`src/rtl/fifo_byte_serializer.sv`:
```
// Drains WID-bit words from syn_fifo and emits them as BW-bit bytes
// on a valid/ready stream, flagging the final byte of each word.
module fifo_byte_serializer #(
  parameter int WID       = 32,
  parameter int BW        = 8,
  parameter int MSB_FIRST = 1
) (
  input  logic           clk,
  input  logic           rst,
  input  logic           fifo_empty_i,
  output logic           fifo_rd_o,
  input  logic [WID-1:0] fifo_rdata_i,
  output logic [BW-1:0]  byte_o,
  output logic           byte_valid_o,
  input  logic           byte_ready_i,
  output logic           last_o,
  output logic           busy_o,
  output logic [15:0]    word_cnt_o
);

  localparam int NB = WID / BW;
  localparam int IW = (NB > 1) ? $clog2(NB) : 1;

  typedef enum logic [1:0] {
    IDLE,
    RD,
    CAP,
    SEND
  } state_e;

  state_e         state_q, state_d;
  logic [WID-1:0] shift_q, shift_d;
  logic [IW-1:0]  idx_q, idx_d;
  logic [15:0]    cnt_q, cnt_d;
  logic           xfer;
  logic           at_last;

  always_comb begin
    state_d = state_q;
    shift_d = shift_q;
    idx_d   = idx_q;
    cnt_d   = cnt_q;
    at_last = (idx_q == IW'(NB - 1));
    xfer    = (state_q == SEND) && byte_ready_i;
    unique case (state_q)
      IDLE: begin
        if (!fifo_empty_i) begin
          state_d = RD;
        end
      end
      RD: begin
        state_d = CAP;
      end
      CAP: begin
        shift_d = fifo_rdata_i;
        idx_d   = '0;
        state_d = SEND;
      end
      SEND: begin
        if (xfer) begin
          if (MSB_FIRST != 0) begin
            shift_d = shift_q << BW;
          end else begin
            shift_d = shift_q >> BW;
          end
          idx_d = idx_q + IW'(1);
          if (at_last) begin
            idx_d   = '0;
            cnt_d   = cnt_q + 16'd1;
            // Skip IDLE so the next pop follows the last byte directly
            state_d = fifo_empty_i ? IDLE : RD;
          end
        end
      end
      default: begin
        state_d = IDLE;
      end
    endcase
  end

  always_ff @(posedge clk or negedge rst) begin
    if (!rst) begin
      state_q <= IDLE;
      shift_q <= '0;
      idx_q   <= '0;
      cnt_q   <= '0;
    end else begin
      state_q <= state_d;
      shift_q <= shift_d;
      idx_q   <= idx_d;
      cnt_q   <= cnt_d;
    end
  end

  generate
    if (MSB_FIRST != 0) begin : g_msb
      assign byte_o = shift_q[WID-1 -: BW];
    end else begin : g_lsb
      assign byte_o = shift_q[BW-1:0];
    end
  endgenerate

  assign fifo_rd_o    = (state_q == RD);
  assign byte_valid_o = (state_q == SEND);
  assign last_o       = (state_q == SEND) && at_last;
  assign busy_o       = (state_q != IDLE);
  assign word_cnt_o   = cnt_q;

endmodule
```
`config.mk`:
```
export PLATFORM = sky130hd
export DESIGN_NAME = fifo_byte_serializer
export DESIGN_NICKNAME = d
export VERILOG_FILES = /design/src/rtl/fifo_byte_serializer.sv
export SDC_FILE = /design/constraint.sdc
export NUM_CORES = 1
export LEC_CHECK = 0
export ABC_AREA = 1
export CORE_ASPECT_RATIO = 0.8
export CORE_MARGIN = 2
export CORE_UTILIZATION = 30
export CTS_BUF_LIST = sky130_fd_sc_hd__clkbuf_4 sky130_fd_sc_hd__clkbuf_8 sky130_fd_sc_hd__clkbuf_16
export DETAILED_ROUTE_END_ITERATION = 10
export PLACE_DENSITY_LB_ADDON = 0.1
export SYNTH_ARGS = -nofsm -noshare
export SYNTH_HDL_FRONTEND = slang
export SYNTH_SLANG_ARGS = --single-unit
```
`constraint.sdc`:
```
create_clock -name clk -period 2.25 [get_ports clk]
set_clock_uncertainty 0.2 [all_clocks]
set_input_delay 0.225 -clock clk [delete_from_list [all_inputs] [get_ports clk]]
set_output_delay 0.225 -clock clk [all_outputs]
set_load 0.02 [all_outputs]
```
==> out/qor.yml, run 1 <==
run_status:
  status: "completed"
power_and_ir_drop:
  switchingPower_mw: 1.52
  sw_frac_of_total: 0.396
  powerDensity_nw_per_um2: 1100
  p_leak_nw: 1.60
  internal_power_mw: 2.32
  pwr-share-seq: 0.378
  total_power_mw: 3.84
  irDropWorstVdd_uv: 534
  clkPwrFrac: 0.150
  combinationalPowerShare: 0.472
clock_network:
  cts_tree: "yes"
  cts-root-buf: "clkbuf_8"
  cts.sinks: 52
  clk_pin_slew_ps: 100
  max-clock-path-buffers: 2
  post_cts_buffers: 0
  numCtsBuffers: 5
  h-tree-depth: 2
  clock_latency_ps: 300
sta:
  setup-tns-final_ps: 0
  post-route-period-util: 0.951
  fin_crit_ps: 2140
  finalMaxSlewViolations: 0
  maxClockFrequency_mhz: 467
  setup_viol: 0
  relSlewSlack: 0.811
  final_hold_viol_count: 0
  timing_worst_slew_pin_value_ps: 284
  grt_setup_unrepaired: "no"
critical_path:
  end_kind: "output port"
  cp-start-kind: "register"
  cpMaxStageDelayCell: "clkdlybuf4s50_1"
  crit_top_cell: "inv_1"
  path_max_fanout: 6
  required_ps: 1820
  path_class: "reg -> out"
  crit_buf_inv: 3
  arrival_ps: 1720
  cp_cell_sequence: "inv_1 > ha_1 > inv_1 > clkdlybuf4s50_1"
  slowest_delay_ps: 610
  cp_top_family: "buffers and inverters"
grt:
  grt_pass1_wl_mm: 9.85
  grt_max_degree: 53
  antenna_found_initial: 0
  grt_remaining_overflow: 0
  grt_pass1_vias: 1945
  globalRouteTotalUtil: 0.132
synth:
  yosys_warnings: 0
  yosysMostFrequentCell: "nand2_1"
  synth_fp_nets: 354
  synth_cell_types: 27
  synth_top_cell_by_area: "dfrtp_1"
  synthCells: 310
  syn_avg_cell_area_um2: 8.66
  synthArstFlopShare: 1.00
  synth_area_um2: 2680
  synth_edf_count: 0
  ys_seq_elements: 52
  synth.top_cell.area_share: 0.485
  ys_top_cells_by_count: "nand2_1, dfrtp_1, nor2_1"
  synth_ff_type: "dfrtp_1"
  yosys-top-cells-area: "dfrtp_1, nand2_1, nor2_1, a31oi_2, nand3_1"
  seq_area_frac_synth: 0.485
die:
  rows: 30
  dieWidth_um: 110
  die_h_um: 88.6
  io_pins: 64
  dieArea_um2: 9720
  start_util: 0.312
  fp.coreArea_um2: 8600
placement:
  gp_congestion: 0.763
  dp_hpwl_mm: 4.28
  numPortBuffers: 63
final_layout:
  nets: 411
  syn_to_final_growth_pct: 30.6
  seqCellArea_um2: 1300
  fillers: 896
  layout-drive-gt1-share: 0.101
  antenna_cells: 0
  multiInputGateArea_um2: 1150
job:
  cap_violations: 0
route:
  vias_per_cell: 4.26
  routed_wl_mm: 5.86
  first_iter_violations: 91
  first_pass_iters: 4
  postRouteAntennaNets: 0
  wire_per_inst_um: 12.2
  dr_total_vias: 2043
  drc: 0
hold_path:
  worstHoldPathType: "in -> async"
-- what timing repair did --
item | CTS | global route
endpoints found under the hold margin | 52 | 0
setup endpoints to repair | 0 | 2
hold buffers | 1 | 0
gates resized for setup | 0 | 1
-- final timing paths --
path | slack, ps | cells past startpoint | end | startpoint
min | 240 | 3 | shift_q[4]$_DFFE_PN0P_ | rst
max reg2reg | 380 | 7 | shift_q[27]$_DFFE_PN0P_ | state_q[0]$_DFFE_PN0P_
max in group asynchronous | 1370 | 3 | state_q[0]$_DFFE_PN0P_ | rst
min in group clk | 280 | 3 | shift_q[1]$_DFFE_PN0P_ | fifo_rdata_i[1]
min reg2reg | 310 | 2 | shift_q[2]$_DFFE_PN0P_ | shift_q[2]$_DFFE_PN0P_
max | 110 | 4 | busy_o | state_q[0]$_DFFE_PN0P_
-- worst reg2reg max path, delay by kind of cell (launching register included) --
kind | cells | cell delay (ps)
flops | 1 | 450
buf+inv | 2 | 400
simple gates | 3 | 350
fa+ha+maj | 1 | 280
compound gates | 1 | 130
-- power groups by stage --
stage	sequential, mW	clock (mW)	combinational (mW)
6_report	1.45	0.576	1.81
2_1_floorplan	1.43	0	1.40
3_5_place_dp	1.47	0	1.84
5_1_grt	1.50	0.658	2.03
4_1_cts	1.45	0.609	1.85
3_3_place_gp	1.47	0	1.82
-- cells by family (layout without fill, tap and decap cells) --
| logic type | count (synthesis) | in the layout | synth area share |
|---|---|---|---|
| xor gates and xnor gates | 9 | 9 | 0.0294 |
| buffers and inverters | 44 | 102 | 0.0867 |
| and+or+nand+nor | 165 | 165 | 0.267 |
| AOI/OAI and AO/OA | 32 | 32 | 0.0951 |
| adders and majority gates | 8 | 8 | 0.0373 |
| DFF | 52 | 52 | 0.485 |
-- metrics by stage --
stage | utilization | hold WS, ps | setup slack, ps | area [µm²] | cells
2_1_floorplan | - | -271 | 445 | 2680 | 310
3_3_place_gp | 0.395 | 46.5 | 373 | 3400 | 471
3_5_place_dp | 0.395 | 47.4 | 354 | 3400 | 471
4_1_cts | 0.408 | 240 | 41.8 | 3500 | 480
5_1_grt | 0.408 | 267 | 10.4 | 3510 | 480
6_report | 0.408 | 239 | 109 | 3510 | 480
-- layout by cell type, fill, tap and decap left out, types with 4 or more instances in the layout --
master            n
a31oi_1          14
clkdlybuf4s50_1  62
inv_1            21
ha_1              8
xnor2_1           5
clkbuf_8          6
buf_4             4
nor2_1           38
a31oi_2          10
nand2_1          91
nand3_1          23
dfrtp_1          51
xor2_1            4
o21ai_0           6
-- flip-flops by register name, summed over array words and instances (netlist names) --
name        flops
shift_q        32
word_cnt_o     16
idx_q           2
state_q         2
-- layer usage --
layer  wire, µm  vias to the layer above  track usage  part of all wire
li1           -                     1099            -                 -
met1       3100                      903        0.197              0.53
met2       2450                       37        0.189              0.42
met3        241                        4       0.0287             0.041
met4         66                        0       0.0414             0.011
met5          0                        -            0                 0
-- area by class of cell --
type,count,share of cell area
clock buffer,7,0.0257
clock inverter,1,0.00214
inverter,23,0.0257
multi-input combinational,214,0.328
sequential,52,0.372
tap,112,0.0400
timing repair buffer,71,0.207
Power figures use the tool's default switching activity.
==> run 2: changes to the inputs <==
--- a/config.mk
+++ b/config.mk
@@ -12,6 +12,7 @@
 export CTS_BUF_LIST = sky130_fd_sc_hd__clkbuf_4 sky130_fd_sc_hd__clkbuf_8 sky130_fd_sc_hd__clkbuf_16
 export DETAILED_ROUTE_END_ITERATION = 10
 export PLACE_DENSITY_LB_ADDON = 0.1
+export REMOVE_ABC_BUFFERS = 1
 export SYNTH_ARGS = -nofsm -noshare
 export SYNTH_HDL_FRONTEND = slang
 export SYNTH_SLANG_ARGS = --single-unit
==> run 2 against run 1 <==
Compared with the run above:
- core utilization is 0.13 points lower
- worst setup slack better by 30 ps
- die area unchanged
- hold slack worse by 8.3 ps
- cell area shrank 0.32%
- sequential power about the same
- final cell count up 0.21%
- largest power group unchanged
==> out/qor.yml, run 2 (same netlist as run 1, synthesis figures left out) <==
final_layout:
  largest_register_ffs: 32  # unchanged
  antenna_cells: 0  # unchanged
  final_common_cell: "nand2_1"  # unchanged
  layout-drive-gt1-share: 0.103  # was 0.101
  layout_common_cells: "nand2_1, clkdlybuf4s50_1, dfrtp_1"  # unchanged
  max_flop_register: "shift_q"  # unchanged
  post-route-util: 0.407  # was 0.408
  syn_to_final_growth_pct: 30.2  # was 30.6%
  nets: 413  # was 411
critical_path:
  path_class: "reg -> out"  # unchanged
  path_max_fanout: 6  # unchanged
  end_kind: "output port"  # unchanged
  crit_top_cell: "inv_1"  # unchanged
  arrival_ps: 1690  # was 1720 ps
  required_ps: 1820  # about the same
  cpMaxStageDelayCell: "clkdlybuf4s50_1"  # unchanged
  cp_top_family: "buffers and inverters"  # unchanged
  slowest_delay_ps: 600  # was 610 ps
  crit_buf_inv: 3  # unchanged
  cp_cell_sequence: "inv_1 > ha_1 > inv_1 > clkdlybuf4s50_1"  # unchanged
  r2r-start: "state_q[0]$_DFFE_PN0P_"  # unchanged
  cp-start-kind: "register"  # unchanged
  worstSetupStartpoint: "state_q[0]$_DFFE_PN0P_"  # unchanged
grt:
  antenna_found_initial: 0  # unchanged
  grt_pass1_wl_mm: 10.1  # was 9.85 mm
  grt_pass1_vias: 2064  # was 1945
  globalRouteTotalUtil: 0.134  # was 0.132
  grt_remaining_overflow: 0  # unchanged
  grt_max_degree: 53  # unchanged
clock_network:
  clock_latency_ps: 290  # was 300 ps
  numCtsBuffers: 5  # unchanged
  cts.sinks: 52  # unchanged
  h-tree-depth: 2  # unchanged
  max-clock-path-buffers: 2  # unchanged
  clk_pin_slew_ps: 90  # was 100 ps
  cts_tree: "yes"  # unchanged
  cts-root-buf: "clkbuf_8"  # unchanged
  post_cts_buffers: 0  # unchanged
die:
  dieWidth_um: 110  # unchanged
  die_h_um: 88.6  # unchanged
  io_pins: 64  # unchanged
  dieArea_um2: 9720  # unchanged
  start_util: 0.312  # unchanged
  fp.coreArea_um2: 8600  # unchanged
  rows: 30  # unchanged
hold_path:
  worstHoldPathType: "in -> async"  # unchanged
job:
  cap_violations: 0  # unchanged
sta:
  fin_crit_ps: 2110  # was 2140 ps
  timing_worst_slew_pin_value_ps: 358  # was 284 ps
  relSlewSlack: 0.761  # was 0.811
  setup_viol: 0  # unchanged
  finalMaxSlewViolations: 0  # unchanged
  post-route-period-util: 0.938  # was 0.951
  grt_setup_unrepaired: "no"  # unchanged
  hold_ws_ps: 231  # was 239 ps
  final_hold_viol_count: 0  # unchanged
  maxClockFrequency_mhz: 474  # was 467 MHz
placement:
  dp_hpwl_mm: 4.10  # was 4.28 mm
  numPortBuffers: 63  # unchanged
  gp_congestion: 0.710  # was 0.763
power_and_ir_drop:
  irDropWorstVdd_uv: 633  # was 534 µV
  total_power_mw: 3.77  # was 3.84 mW
  p_leak_nw: 1.62  # was 1.60 nW
  powerDensity_nw_per_um2: 1080  # was 1100 nW/µm²
route:
  first_pass_iters: 4  # unchanged
  vias_per_cell: 4.39  # was 4.26
  dr_total_vias: 2112  # was 2043
  routed_wl_mm: 5.89  # was 5.86 mm
  first_iter_violations: 90  # was 91
  wire_per_inst_um: 12.2  # about the same
  postRouteAntennaNets: 0  # unchanged
  drc: 0  # unchanged
run_status:
  status: "completed"  # unchanged
[run 2: cell types whose count changed in the layout (fill, tap and decap cells not counted), sizes merged]
cell | previous run | this run
clkdlybuf4s50 | 62 | 61
clkinvlp | 1 | 0
dlymetal6s2s | 0 | 1
buf | 8 | 10
clkinv | 1 | 2
clkbuf | 7 | 6
[run 2: cell type report]
type,instances,area (µm²)
Clock buffer,6,76.3
Fill cell,893,5100
Clock inverter,1,5.00
Timing Repair Buffer,73,731
Tap cell,112,140
Inverter,23,90.1
Multi-Input combinational cell,214,1150
Sequential cell,52,1300
[run 2: power breakdown]
part           leakage [nW]  total (mW)  switching, mW  internal (mW)
Combinational         0.950        1.81           1.03          0.783
Sequential            0.626        1.44          0.179           1.27
Clock                0.0445       0.516          0.291          0.225
[run 2: worst reg2reg max path: stages, from the launching register on]
cell	delay, ps
dfrtp_2	460
inv_1	120
ha_1	280
nand2_8	110
nand2_4	240
buf_4	220
nor2_1	50
a31oi_1	140
[run 2: per-stage QoR]
stage / setup TNS (ps) / instance area (µm²) / instances / setup slack (ps)
finish: 0 / 3490 / 481 / 140
global route: 0 / 3490 / 481 / 21.3
CTS: 0 / 3490 / 481 / 49.8
detailed placement: 0 / 3400 / 473 / 322
global placement: 0 / 3400 / 473 / 387
floorplan: -6480 / 2540 / 289 / -353
[run 2: path summary, 6_finish.rpt]
kind                                           end  slack (ps)  depth (start not counted)
hold / removal             shift_q[28]$_DFFE_PN0P_         230                          3
max in group asynchronous  shift_q[21]$_DFFE_PN0P_        1350                          3
setup / recovery                            busy_o         140                          4
min in group clk            shift_q[3]$_DFFE_PN0P_         280                          3
setup reg to reg           shift_q[13]$_DFFE_PN0P_         360                          7
hold reg to reg             shift_q[1]$_DFFE_PN0P_         310                          2
[run 2: timing repair]
action | in CTS | in global routing
hold buffers | 1 | 0
resized for setup | 0 | 2
hold endpoints to repair | 52 | 0
setup endpoints to repair | 0 | 2
[run 2: metal layers]
metal  GRT usage  vias up  part of all wire
li1            -     1102                 -
met1       0.194      973              0.53
met2       0.201       33              0.43
met3      0.0295        4             0.030
met4      0.0391        0             0.012
met5           0        -                 0
==> run 3: changes to the inputs <==
--- a/config.mk
+++ b/config.mk
@@ -6,6 +6,7 @@
 export NUM_CORES = 1
 export LEC_CHECK = 0
 export ABC_AREA = 1
+export ABC_CLOCK_PERIOD_IN_PS = 2250
 export CORE_ASPECT_RATIO = 0.8
 export CORE_MARGIN = 2
 export CORE_UTILIZATION = 30
==> results of run 3 <==
Final layout, timing and power as in run 2 (identical DEF).
